==> src/rtl/aes_pkg.sv <==
// Shared AES GF(2^8) helpers and state typedefs used by the InvMixColumns datapath.
package aes_pkg;

    localparam logic [7:0] AES_POLY = 8'h1B;

    typedef logic [31:0]  column_t;
    typedef logic [127:0] state_t;

    typedef enum logic [7:0] {
        MUL_09 = 8'h09,
        MUL_0B = 8'h0B,
        MUL_0D = 8'h0D,
        MUL_0E = 8'h0E
    } inv_coef_e;

    function automatic logic [7:0] xtime(input logic [7:0] x);
        return {x[6:0], 1'b0} ^ (x[7] ? AES_POLY : 8'h00);
    endfunction

    // Constant multipliers built from x, x2, x4, x8 so each reduces to an XOR tree.
    function automatic logic [7:0] gf_mul(input logic [7:0] x, input inv_coef_e k);
        logic [7:0] x2;
        logic [7:0] x4;
        logic [7:0] x8;
        logic [7:0] res;
        x2  = xtime(x);
        x4  = xtime(x2);
        x8  = xtime(x4);
        res = x8 ^ x4 ^ x2;
        case (k)
            MUL_09:  res = x8 ^ x;
            MUL_0B:  res = x8 ^ x2 ^ x;
            MUL_0D:  res = x8 ^ x4 ^ x;
            default: res = x8 ^ x4 ^ x2;
        endcase
        return res;
    endfunction

endpackage

==> src/rtl/inv_mix_columns_if.sv <==
// State bus between the round datapath and the InvMixColumns stage.
interface inv_mix_columns_if;
    import aes_pkg::*;

    state_t state_in;
    state_t state_out;

    modport master (output state_in, input  state_out);
    modport slave  (input  state_in, output state_out);

endinterface

==> src/rtl/inv_mix_single_column.sv <==
// One 32-bit column of InvMixColumns; purely combinational.
module inv_mix_single_column
    import aes_pkg::*;
(
    input  column_t col_i,
    output column_t col_o
);

    logic [7:0] a0, a1, a2, a3;

    assign a0 = col_i[31:24];
    assign a1 = col_i[23:16];
    assign a2 = col_i[15:8];
    assign a3 = col_i[7:0];

    assign col_o[31:24] = gf_mul(a0, MUL_0E) ^ gf_mul(a1, MUL_0B) ^ gf_mul(a2, MUL_0D) ^ gf_mul(a3, MUL_09);
    assign col_o[23:16] = gf_mul(a0, MUL_09) ^ gf_mul(a1, MUL_0E) ^ gf_mul(a2, MUL_0B) ^ gf_mul(a3, MUL_0D);
    assign col_o[15:8]  = gf_mul(a0, MUL_0D) ^ gf_mul(a1, MUL_09) ^ gf_mul(a2, MUL_0E) ^ gf_mul(a3, MUL_0B);
    assign col_o[7:0]   = gf_mul(a0, MUL_0B) ^ gf_mul(a1, MUL_0D) ^ gf_mul(a2, MUL_09) ^ gf_mul(a3, MUL_0E);

endmodule

==> src/rtl/inv_mix_columns.sv <==
// AES InvMixColumns stage: four independent column mixers feeding one 128-bit register.
module inv_mix_columns
    import aes_pkg::*;
(
    input  logic              clk,
    input  logic              reset,
    inv_mix_columns_if.slave  bus
);

    state_t state_d;
    state_t state_q;

    for (genvar c = 0; c < 4; c++) begin : g_col
        inv_mix_single_column u_col (
            .col_i (bus.state_in[127-32*c -: 32]),
            .col_o (state_d[127-32*c -: 32])
        );
    end

    // NOTE: non-blocking assignment keeps the register update race-free against other clocked readers.
    always_ff @(posedge clk) begin
        if (reset) begin
            state_q <= '0;
        end else begin
            state_q <= state_d;
        end
    end

    assign bus.state_out = state_q;

endmodule

==> src/flat_wrapper.sv <==
// flat-port wrapper written by rule: the top's interface ports become plain ports
module inv_mix_columns_flat import aes_pkg::*;
  (clk, reset, bus_state_in, bus_state_out);
  inv_mix_columns_if bus_i ();
  input  logic clk;
  input  logic reset;
  input wire logic [$bits(bus_i.state_in)-1:0] bus_state_in;
  output wire logic [$bits(bus_i.state_out)-1:0] bus_state_out;
  assign bus_i.state_in = bus_state_in;
  assign bus_state_out = bus_i.state_out;
  inv_mix_columns u_core (.clk(clk), .reset(reset), .bus(bus_i));
endmodule
==> config.mk <==
export PLATFORM = sky130hd
export DESIGN_NAME = inv_mix_columns_flat
export DESIGN_NICKNAME = d
export VERILOG_FILES = /design/src/rtl/aes_pkg.sv /design/src/rtl/inv_mix_columns_if.sv /design/src/rtl/inv_mix_single_column.sv /design/src/rtl/inv_mix_columns.sv /design/src/flat_wrapper.sv
export SDC_FILE = /design/constraint.sdc
export NUM_CORES = 1
export LEC_CHECK = 0
export ABC_AREA = 0
export BUFFER_PORTS_ARGS = -buffer_cell sky130_fd_sc_hd__buf_4
export CORE_UTILIZATION = 42
export DETAILED_ROUTE_END_ITERATION = 16
export MAX_ROUTING_LAYER = met4
export SYNTH_ARGS = -nofsm -noshare
export SYNTH_HDL_FRONTEND = slang
export SYNTH_SLANG_ARGS = --single-unit
==> constraint.sdc <==
create_clock -name clk -period 3.2 [get_ports clk]
set_input_delay 0.64 -clock clk [delete_from_list [all_inputs] [get_ports clk]]
set_output_delay 0.64 -clock clk [all_outputs]
set_load 0.1 [all_outputs]
==> out/results.ini <==
[drt]
wirelength_um = 29400
dr.pass1.iters = 4
via_count = 7441
dr.first_iter.drc_count = 393
via_per_inst = 4.54
drc = 0
routedWlPerCell_um = 17.9
ant_nets = 0

[global_routing]
overflow = 0
antenna_found_initial = 0
track_usage_pct = 22.0
grt_pass1_vias = 7839
grt_start_max_net_pins = 51
grt_pass1_wl_um = 45900

[yosys]
synth_top_family_by_area = XOR/XNOR gates
ys_async_sr_fraction_pct = 0
synthDistinctLibCells = 23
synth_mux_area_share_pct = 0.172
ys_seq_area_share_pct = 22.1
synthTopCellsByArea = xnor2_1, dfxtp_1, xnor3_1
synth_nets = 1208
syn_inst = 1078
synth_warnings = 0
synth_compound_area_share_pct = 0
synth-adder-area-share_pct = 0
syn_area_per_cell_um2 = 10.8
syn_area_um2 = 11600
synth-edff-count = 0
synth_top_area_share_pct = 35.7
synth-simple-area-share_pct = 4.65
synth_ff_type = dfxtp_1
yosys.area.top_type = xnor2_1
synth_seq_cells = 128
yosys.area_share.xor_xnor_pct = 69.8

[power]
power.density_nw_per_um2 = 1030
ir_drop_mv = 0.910
p_total_mw = 14.7
p_leak_nw = 6.37

[sta]
slew_headroom_pct = 48.5
slew_viol_final = 0
finalSetupViolCount = 0
timing.final.ws_setup_ns = 1.03
max_freq_ghz = 0.461
finalCritPeriodShare_pct = 67.8
rsz0062_at_grt = no
finalSetupTns_ns = 0
worstMarginPinSlew_ns = 0.767
fin_crit_ns = 2.17
hold_violations = 0

[cells_and_area]
num-fill-cells = 2488
antenna_cells = 0
final_nets = 1416
largest_register_ffs = 128
drive_above_1_share_pct = 24.6
syn_to_final_growth_pct = 23.0
final_area_um2 = 14300
finish.utilization_pct = 52.9

[place]
place_ws_ns = 0.585
post_dp_cell_area_um2 = 13700
io_buffers = 257
dp_hpwl_um = 23700
routabilityCongestion = 0.865

[floorplanning]
io_pins = 258
fp.dieH_um = 168
rows = 60
die_area_um2 = 28300
initial_utilization_pct = 43.0
die_x_um = 168
core_area_um2 = 27000

[setup_path]
crit_fanout = 7
endpoint_kind = flip-flop
crit_path_start_kind = input pin
critPathKind = input pin to flip-flop
cp.required_ns = 3.48
crit_arrival_ns = 2.45

[worst_hold_path]
hold_class = input pin to flip-flop

[run]
drv_cap = 0

[run_status]
status = completed

[cts]
cts.reportedPaths.clkPinSlew_ns = 0.06
cts-root-buf = clkbuf_16
cts_setup_buffers = 0
cts_tree = built
htree_levels = 4
cts-resized-gates = 0
cts_buffers = 17
clock-sinks = 128
max-clock-path-buffers = 2
hold_buffers = 0

## power breakdown
part / internal (mW) / switching, mW / total [mW]
Clock: 1.21 / 0.793 / 2.00
Combinational: 3.33 / 6.92 / 10.2
Sequential: 2.23 / 0.190 / 2.42
## synthesized netlist by cell type (3+ instances only)
cell type and count:
xnor2_2 10, xnor3_2 3, buf_4 4, buf_6 4
clkbuf_1 46, xor2_1 130, nor2_1 122, dfxtp_1 128
xnor2_1 474, xnor3_1 91, nor2b_1 4, buf_2 26
xor3_1 19
## layout make-up
cell class              instances  area [um^2]  share of cell area [%]
clock inverters                12          134                   0.937
repair buffers                270         2030                    14.2
multi-input cells             869         8670                    60.7
well taps                     341          427                    2.99
clock buffers                  20          467                    3.27
flip-flops and latches        128         2560                    17.9
## critical path: stages
cell and delay [ns]:
buf_4 0.16, xnor2_1 0.38, xor2_1 0.52, xor3_1 0.48, xnor2_1 0.21, nor2_1 0.06
## cell families (layout without fill, tap and decap cells)
kind of cell	count (synthesis)	in the layout
simple gates	136	136
xor+xnor	731	731
flops	128	128
buf+inv	81	302
mux	2	2
## placed cells by master (no fill, tap or decap), drive strengths merged, types with 2 or more instances in the layout
cell and instances:
bufinv 2, nand2 2, nor2 122, xor3 19, xor2 132, clkinvlp 5, nor3b 2, clkinv 4
xnor3 94, xnor2 486, dfxtp 128, nor2b 4, and2 2, nor3 2, buf 270, mux2i 2
clkbuf 20
## per-layer routing
layer	vias up	routed length [um]	global-route usage (%)
met4	0	327	5.10
met1	3476	13800	28.7
met3	24	1610	4.16
met5	-	0	-
met2	214	13700	35.4
li1	3727	-	-
## stage by stage
stage	hold WS, ns	cells
6_report	0.513	1640
3_5_place_dp	0.947	1608
2_1_floorplan	0.785	1078
3_3_place_gp	0.929	1608
5_1_grt	0.505	1640
4_1_cts	0.495	1640
## worst paths after layout
path	start	end	slack, ns	cells past startpoint
setup / recovery	bus_state_in[21]	u_core.bus.state_out[27]	1.03	6
hold / removal	bus_state_in[120]	u_core.bus.state_out[121]	0.51	3
No activity file was read; power rests on OpenSTA's default activity.
